[src/rtl/mem_access_unit.sv]
// ---------------------------------------------------------------------------
// mem_access_unit
//
// Memory-side stage sitting directly after the CPU control unit. It owns the
// MAR and MDR, converts the control unit's read/write strobes into a
// multi-cycle handshake with a word-addressed synchronous RAM, returns the MDR
// onto the internal bus and reports completion with a one-cycle mem_done.
//
// Build option:
//   MEM_BOUNDS_CHECK_EN - when defined, an access whose MAR is >= MEM_WORDS
//                         is not issued to the RAM; mem_err is raised and a
//                         read returns 32'hDEAD_BEEF at the normal latency.
//                         When undefined, the address wraps to ADDR_W bits.
//
// Ports:
//   clk        in   rising-edge clock
//   reset      in   asynchronous, active-low reset
//   bus_in     in   internal CPU bus (MAR/MDR load source)
//   mar_in     in   load MAR from bus_in (IDLE/DONE only)
//   mdr_in     in   load MDR from bus_in (IDLE/DONE only)
//   mdr_out    in   drive MDR onto bus_out
//   read       in   start a RAM read (edge-qualified level)
//   write      in   start a RAM write (edge-qualified level, wins over read)
//   bus_out    out  MDR when mdr_out=1, else 0
//   mar_q      out  MAR contents
//   mem_busy   out  access in progress
//   mem_done   out  one-cycle completion pulse
//   mem_err    out  sticky protocol-error flag (cleared by reset only)
//   ram_addr   out  RAM word address, frozen for the whole access
//   ram_wdata  out  RAM write data (= MDR)
//   ram_re     out  RAM read enable
//   ram_we     out  RAM write enable (single-cycle pulse)
//   ram_rdata  in   RAM read data
// ---------------------------------------------------------------------------
module mem_access_unit #(
    parameter int DATA_W    = 32,
    parameter int ADDR_W    = 9,
    parameter int MEM_WORDS = 512,
    parameter int RD_LAT    = 2,
    parameter int WR_WAIT   = 1
) (
    input  logic              clk,
    input  logic              reset,
    input  logic [DATA_W-1:0] bus_in,
    input  logic              mar_in,
    input  logic              mdr_in,
    input  logic              mdr_out,
    input  logic              read,
    input  logic              write,
    output logic [DATA_W-1:0] bus_out,
    output logic [DATA_W-1:0] mar_q,
    output logic              mem_busy,
    output logic              mem_done,
    output logic              mem_err,
    output logic [ADDR_W-1:0] ram_addr,
    output logic [DATA_W-1:0] ram_wdata,
    output logic              ram_re,
    output logic              ram_we,
    input  logic [DATA_W-1:0] ram_rdata
);

    typedef enum logic [2:0] {
        S_IDLE     = 3'd0,
        S_RD_WAIT  = 3'd1,
        S_WR_WAIT  = 3'd2,
        S_WR_PULSE = 3'd3,
        S_DONE     = 3'd4
    } state_t;

    // Read: the wait state lasts RD_LAT cycles, so the counter starts at RD_LAT-1.
    localparam logic [3:0] RD_CNT_INIT = 4'(RD_LAT - 1);
    // Write: WR_WAIT idle cycles precede the pulse; a zero setting still
    // spends one cycle in the wait state, hence the clamp.
    localparam logic [3:0] WR_CNT_INIT = (WR_WAIT == 0) ? 4'd0 : 4'(WR_WAIT - 1);
    localparam logic [DATA_W-1:0] OOB_PATTERN = DATA_W'(32'hDEAD_BEEF);

    state_t            r_state;
    logic [3:0]        r_cnt;
    logic [DATA_W-1:0] r_mar;
    logic [DATA_W-1:0] r_mdr;
    logic [ADDR_W-1:0] r_addr;
    logic              r_busy;
    logic              r_done;
    logic              r_err;
    logic              r_re;
    logic              r_we;
    logic              r_oob;
    logic              r_rd_arm;
    logic              r_wr_arm;

    logic              w_accept;
    logic              w_rd_go;
    logic              w_wr_go;
    logic              w_start;
    logic              w_oob;
    logic              w_err_set;

    // New accesses (and MAR/MDR loads) are only accepted in IDLE or DONE;
    // accepting in DONE gives back-to-back accesses without a bubble.
    assign w_accept = (r_state == S_IDLE) || (r_state == S_DONE);

    // A strobe only starts an access once it has been seen low since the
    // last access it started, so a level held through DONE cannot retrigger.
    assign w_rd_go = read  & r_rd_arm;
    assign w_wr_go = write & r_wr_arm;
    assign w_start = w_accept & (w_rd_go | w_wr_go);

`ifdef MEM_BOUNDS_CHECK_EN
    assign w_oob = (r_mar >= DATA_W'(MEM_WORDS));
`else
    assign w_oob = 1'b0;
`endif

    assign w_err_set = (~w_accept & (mar_in | mdr_in))
                     | (w_accept & w_wr_go & read)
                     | (w_start & w_oob);

    always_ff @(posedge clk or negedge reset) begin
        if (!reset) begin
            r_state  <= S_IDLE;
            r_cnt    <= '0;
            r_mar    <= '0;
            r_mdr    <= '0;
            r_addr   <= '0;
            r_busy   <= 1'b0;
            r_done   <= 1'b0;
            r_err    <= 1'b0;
            r_re     <= 1'b0;
            r_we     <= 1'b0;
            r_oob    <= 1'b0;
            r_rd_arm <= 1'b1;
            r_wr_arm <= 1'b1;
        end else begin
            r_done <= 1'b0;
            r_we   <= 1'b0;

            if (!read)
                r_rd_arm <= 1'b1;
            else if (w_start)
                r_rd_arm <= 1'b0;

            if (!write)
                r_wr_arm <= 1'b1;
            else if (w_start)
                r_wr_arm <= 1'b0;

            if (w_err_set)
                r_err <= 1'b1;

            if (w_accept && mar_in)
                r_mar <= bus_in;
            if (w_accept && mdr_in)
                r_mdr <= bus_in;

            case (r_state)
                S_IDLE, S_DONE: begin
                    if (w_wr_go) begin
                        r_state <= S_WR_WAIT;
                        r_cnt   <= WR_CNT_INIT;
                        r_busy  <= 1'b1;
                        r_re    <= 1'b0;
                        r_addr  <= r_mar[ADDR_W-1:0];
                        r_oob   <= w_oob;
                    end else if (w_rd_go) begin
                        r_state <= S_RD_WAIT;
                        r_cnt   <= RD_CNT_INIT;
                        r_busy  <= 1'b1;
                        r_re    <= ~w_oob;
                        r_addr  <= r_mar[ADDR_W-1:0];
                        r_oob   <= w_oob;
                    end else begin
                        r_state <= S_IDLE;
                        r_busy  <= 1'b0;
                        r_re    <= 1'b0;
                    end
                end

                S_RD_WAIT: begin
                    if (r_cnt == 4'd0) begin
                        // Capture happens only here, where mdr_in is locked
                        // out, so read data always wins over a bus load.
                        r_mdr   <= r_oob ? OOB_PATTERN : ram_rdata;
                        r_re    <= 1'b0;
                        r_busy  <= 1'b0;
                        r_done  <= 1'b1;
                        r_state <= S_DONE;
                    end else begin
                        r_cnt <= r_cnt - 4'd1;
                    end
                end

                S_WR_WAIT: begin
                    if (r_cnt == 4'd0) begin
                        r_state <= S_WR_PULSE;
                        r_we    <= ~r_oob;
                    end else begin
                        r_cnt <= r_cnt - 4'd1;
                    end
                end

                S_WR_PULSE: begin
                    r_busy  <= 1'b0;
                    r_done  <= 1'b1;
                    r_state <= S_DONE;
                end

                default: begin
                    r_state <= S_IDLE;
                    r_busy  <= 1'b0;
                    r_re    <= 1'b0;
                end
            endcase
        end
    end

    assign bus_out   = mdr_out ? r_mdr : '0;
    assign mar_q     = r_mar;
    assign mem_busy  = r_busy;
    assign mem_done  = r_done;
    assign mem_err   = r_err;
    assign ram_addr  = r_addr;
    assign ram_wdata = r_mdr;
    assign ram_re    = r_re;
    assign ram_we    = r_we;

endmodule

[config.mk]
export PLATFORM = sky130hd
export DESIGN_NAME = mem_access_unit
export DESIGN_NICKNAME = d
export VERILOG_FILES = /design/src/rtl/mem_access_unit.sv
export SDC_FILE = /design/constraint.sdc
export NUM_CORES = 1
export LEC_CHECK = 0
export CAP_MARGIN = 10
export CELL_PAD_IN_SITES_DETAIL_PLACEMENT = 0
export CELL_PAD_IN_SITES_GLOBAL_PLACEMENT = 1
export CORE_ASPECT_RATIO = 1.4
export CORE_MARGIN = 2
export CORE_UTILIZATION = 34
export CTS_BUF_LIST = sky130_fd_sc_hd__clkbuf_2 sky130_fd_sc_hd__clkbuf_4 sky130_fd_sc_hd__clkbuf_8
export CTS_CLUSTER_SIZE = 14
export DETAILED_ROUTE_END_ITERATION = 10
export GPL_TIMING_DRIVEN = 0
export PLACE_DENSITY_LB_ADDON = 0.1
export SKIP_CTS_REPAIR_TIMING = 1
export SLEW_MARGIN = 20
export SYNTH_ARGS = -nofsm -noshare
export SYNTH_HDL_FRONTEND = slang
export SYNTH_SLANG_ARGS = --single-unit
[constraint.sdc]
create_clock -name clk -period 2.35 [get_ports clk]
set_clock_uncertainty 0.05 [all_clocks]
set_input_delay 0.235 -clock clk [delete_from_list [all_inputs] [get_ports clk]]
set_output_delay 0.235 -clock clk [all_outputs]
set_load 0.1 [all_outputs]
==> flow_summary.html <==
<table>
<tr><th>Metric</th><th>Value</th></tr>
<tr><th colspan="2">Yosys</th></tr>
<tr><td>Mapped cell area</td><td>4190 um2</td></tr>
<tr><td>Synth Net Count</td><td>372</td></tr>
<tr><td>Main flop type after synthesis</td><td>dfrtp_1</td></tr>
<tr><td>Unique masters post-synth</td><td>44</td></tr>
<tr><td>Syn Area/Cell</td><td>14.0 um2</td></tr>
<tr><td>Share of synthesized area occupied by flip-flops and latches</td><td>52.0%</td></tr>
<tr><td>Yosys top cell area share</td><td>50.8%</td></tr>
<tr><td>Fraction of registers with async set/reset</td><td>100%</td></tr>
<tr><td>Cell taking the most area after synthesis</td><td>dfrtp_1</td></tr>
<tr><td>Post-synthesis sequential element count</td><td>87</td></tr>
<tr><td>Number of instances in the synthesized netlist</td><td>300</td></tr>
<tr><td>Number of synthesized flops with an enable pin</td><td>0</td></tr>
<tr><td>Yosys warns</td><td>0</td></tr>
<tr><td>Synth top area cells</td><td>dfrtp_1, mux2_2, mux2_4</td></tr>
<tr><th colspan="2">Die</th></tr>
<tr><td>Placeable core region</td><td>12200 um2</td></tr>
<tr><td>Core Rows</td><td>48</td></tr>
<tr><td>Die span in x</td><td>97.8 um</td></tr>
<tr><td>Effective utilization at floorplan</td><td>34.4%</td></tr>
<tr><td>Top-level port count</td><td>181</td></tr>
<tr><td>Die Y-Extent</td><td>135 um</td></tr>
<tr><td>Die Outline Area</td><td>13200 um2</td></tr>
<tr><th colspan="2">Route</th></tr>
<tr><td>Number of search-and-repair iterations in the first detailed-routing pass</td><td>4</td></tr>
<tr><td>Routed wire per std cell</td><td>17.1 um</td></tr>
<tr><td>Total wire length</td><td>11.1 mm</td></tr>
<tr><td>First DRT Iteration DRCs</td><td>51</td></tr>
<tr><td>Antenna-violating nets left</td><td>0</td></tr>
<tr><td>Routed vias</td><td>3070</td></tr>
<tr><td>Number of remaining DRC errors</td><td>0</td></tr>
<tr><td>Vias per cell</td><td>4.72</td></tr>
<tr><th colspan="2">Finish</th></tr>
<tr><td>Area growth syn-to-layout</td><td>50.8%</td></tr>
<tr><td>Post-layout nets</td><td>567</td></tr>
<tr><td>Fillers</td><td>1128</td></tr>
<tr><td>Layout cell share with drive strength beyond 1</td><td>35.2%</td></tr>
<tr><td>Number of inserted diodes</td><td>0</td></tr>
<tr><td>Final Core Density</td><td>51.8%</td></tr>
<tr><th colspan="2">Timing</th></tr>
<tr><td>Final slew viol count</td><td>0</td></tr>
<tr><td>Final setup violation count</td><td>0</td></tr>
<tr><td>Post-Route Setup TNS</td><td>0 ps</td></tr>
<tr><td>Number of endpoints with negative hold slack in the final report</td><td>0</td></tr>
<tr><td>Pin slew with the least headroom to its limit</td><td>1010 ps</td></tr>
<tr><td>Achievable clock frequency</td><td>434 MHz</td></tr>
<tr><td>Shortest period the worst path allows</td><td>2300 ps</td></tr>
<tr><td>Post-route clock period utilization</td><td>98.0%</td></tr>
<tr><td>Max-slew headroom</td><td>32.2%</td></tr>
<tr><th colspan="2">Global route</th></tr>
<tr><td>Overflow left after global routing</td><td>0</td></tr>
<tr><td>Vias in the first global route</td><td>3151</td></tr>
<tr><td>Wire length of the first global-routing pass</td><td>17.2 mm</td></tr>
<tr><td>Total global-route track usage</td><td>16.8%</td></tr>
<tr><td>Number of antenna violations at the first check in global routing</td><td>0</td></tr>
<tr><td>Pin count of the biggest net entering global routing</td><td>60</td></tr>
<tr><th colspan="2">CTS</th></tr>
<tr><td>CTS HTree Levels</td><td>3</td></tr>
<tr><td>Number of sinks on the clock net</td><td>87</td></tr>
<tr><td>Clock root cell</td><td>clkbuf_8</td></tr>
<tr><td>Total CTS buffers</td><td>9</td></tr>
<tr><td>Clock Tree Buf Depth</td><td>2</td></tr>
<tr><td>Later-pin clock latency in the skew report</td><td>350 ps</td></tr>
<tr><td>Worst-path clk slew</td><td>90 ps</td></tr>
<tr><td>TritonCTS clock tree</td><td>yes</td></tr>
<tr><th colspan="2">Critical path</th></tr>
<tr><td>Data arrival at the endpoint of the critical path</td><td>2490 ps</td></tr>
<tr><td>Worst r2r dst</td><td>ram_wdata[12]$_DFF_PN0_</td></tr>
<tr><td>Worst setup EP type</td><td>flop</td></tr>
<tr><td>Maximum fanout count along the critical path</td><td>10</td></tr>
<tr><td>Top cell family by delay on the critical path</td><td>simple AND/OR/NAND/NOR gates</td></tr>
<tr><td>Dominant cell type by count on the critical path</td><td>buf_6</td></tr>
<tr><td>Depth of the worst register-to-register path</td><td>7</td></tr>
<tr><td>Slowest Stage Delay on Critical Path</td><td>420 ps</td></tr>
<tr><td>CP Cell Sequence</td><td>inv_1 -&gt; ha_2 -&gt; or3b_4 -&gt; or3_1 -&gt; buf_6 -&gt; buf_6 -&gt; mux2_4</td></tr>
<tr><td>Kind of critical path</td><td>reg2reg</td></tr>
<tr><td>Crit Reg-Reg Startpoint</td><td>r_cnt[0]$_DFFE_PN0P_</td></tr>
<tr><td>Kind of launch point of the worst setup path</td><td>flop</td></tr>
<tr><td>Register-to-register setup slack</td><td>50 ps</td></tr>
<tr><td>Slowest cell on the critical path</td><td>dfrtp_1</td></tr>
<tr><td>Count of buffer and inverter cells on the critical path</td><td>3</td></tr>
<tr><td>Data required, critical path</td><td>2540 ps</td></tr>
<tr><th colspan="2">Flow run</th></tr>
<tr><td>MaxCap Viol Count</td><td>0</td></tr>
<tr><th colspan="2">Placed design</th></tr>
<tr><td>Total half-perimeter wirelength after legalization and detailed placement</td><td>8.27 mm</td></tr>
<tr><td>Port bufs</td><td>180</td></tr>
<tr><td>Weighted congestion reported at the end of routability-driven placement</td><td>0.749</td></tr>
<tr><th colspan="2">Hold path</th></tr>
<tr><td>Tightest Hold Check Type</td><td>in2async</td></tr>
<tr><th colspan="2">Status</th></tr>
<tr><td>Run status</td><td>finished clean</td></tr>
</table>
-- Yosys cell counts (2+ instances only) --
| cell type | n |
|---|---|
| o21a_1 | 2 |
| nand2_1 | 5 |
| buf_2 | 5 |
| dfstp_2 | 2 |
| dfrtp_1 | 85 |
| o221ai_1 | 2 |
| nand2b_1 | 2 |
| buf_6 | 6 |
| nor3_1 | 3 |
| inv_1 | 4 |
| mux2_2 | 72 |
| or2b_2 | 2 |
| nand4_1 | 2 |
| nor2_1 | 3 |
| mux2_4 | 30 |
| nand3b_1 | 4 |
| or2_2 | 2 |
| mux2_1 | 3 |
| a21oi_1 | 2 |
| o21ai_0 | 3 |
| clkbuf_1 | 6 |
| and2_1 | 33 |
-- sequential cells by signal, summed over array words and instances (netlist names) --
name and flops:
ram_re 1, r_wr_arm 1, mem_err 1, r_cnt 4
r_rd_arm 1, mem_busy 1, r_state 3, mem_done 1
ram_addr 9, mar_q 32, ram_wdata 32, ram_we 1
-- layout make-up --
| type | instances | area (um2) | share of cell area [%] |
|---|---|---|---|
| repair buffers | 184 | 1710 | 27.1 |
| clock inverters | 5 | 81.3 | 1.29 |
| well taps | 150 | 188 | 2.97 |
| plain buffers | 18 | 129 | 2.04 |
| multi-input cells | 191 | 1870 | 29.6 |
| flip-flops and latches | 87 | 2180 | 34.5 |
| inverters | 4 | 15.0 | 0.238 |
| clock buffers | 11 | 145 | 2.30 |
-- cell families after synthesis --
group                    share of synthesized area, %
flip-flops                                       52.0
multiplexers                                     30.9
XOR/XNOR                                        0.209
AND/OR/NAND/NOR                                  9.59
adder cells (fa/ha/maj)                         0.299
buffers and inverters                            3.43
AO/OA/AOI/OAI                                    3.52
-- how the worst max path moves through the flow --
stage                                    start                 endpoint  slack (ps)  cells past startpoint
after floorplan           r_cnt[0]$_DFFE_PN0P_  ram_wdata[10]$_DFF_PN0_         200                      7
after global placement                   reset     mar_q[4]$_DFFE_PN0P_       -2390                      1
after detailed placement               mdr_out               bus_out[9]        -580                      4
after CTS                              mdr_out               bus_out[4]        -580                      4
after global routing      r_cnt[0]$_DFFE_PN0P_  ram_wdata[20]$_DFF_PN0_          -2                      7
final                     r_cnt[0]$_DFFE_PN0P_  ram_wdata[12]$_DFF_PN0_          50                      7
-- cell usage in the layout, fill, tap and decap left out, types with 2 or more instances in the layout --
cell type,synthesis,final
clkdlybuf4s50_1,0,147
dfrtp_1,85,85
mux2_2,72,72
and2_1,33,33
mux2_4,30,30
clkbuf_2,0,30
clkbuf_8,1,11
buf_6,6,7
clkbuf_1,6,6
buf_2,5,5
nand2_1,5,5
inv_1,4,4
nand3b_1,4,4
nor3_1,3,3
nor2_1,3,3
mux2_1,3,3
o21ai_0,3,3
or2b_2,2,2
a21oi_1,2,2
nand2b_1,2,2
or2_2,2,2
o221ai_1,2,2
o21a_1,2,2
nand4_1,2,2
bufinv_16,0,2
dlymetal6s2s_1,0,2
dfstp_2,2,2
buf_4,0,2
-- stage by stage --
stage / std cells / setup WS [ps] / instance area, um2 / hold slack [ps]
floorplan: 300 / 195 / 4190 / -111
global placement: 630 / -2390 / 6180 / 409
detailed placement: 631 / -576 / 6210 / 80.8
CTS: 647 / -580 / 6430 / -322
global route: 650 / -2.05 / 6320 / 262
finish: 650 / 45.9 / 6320 / 259
-- layer usage --
metal | GRT usage, % | routed length (um)
met1 | 20.4 | 4530
met5 | 0 | 0
met3 | 5.37 | 779
met4 | 5.25 | 125
met2 | 28.6 | 5710
Power is left out: the tool's default activity adds up to more than one toggle a clock period on the data nets, which glitch-free logic cannot reach.
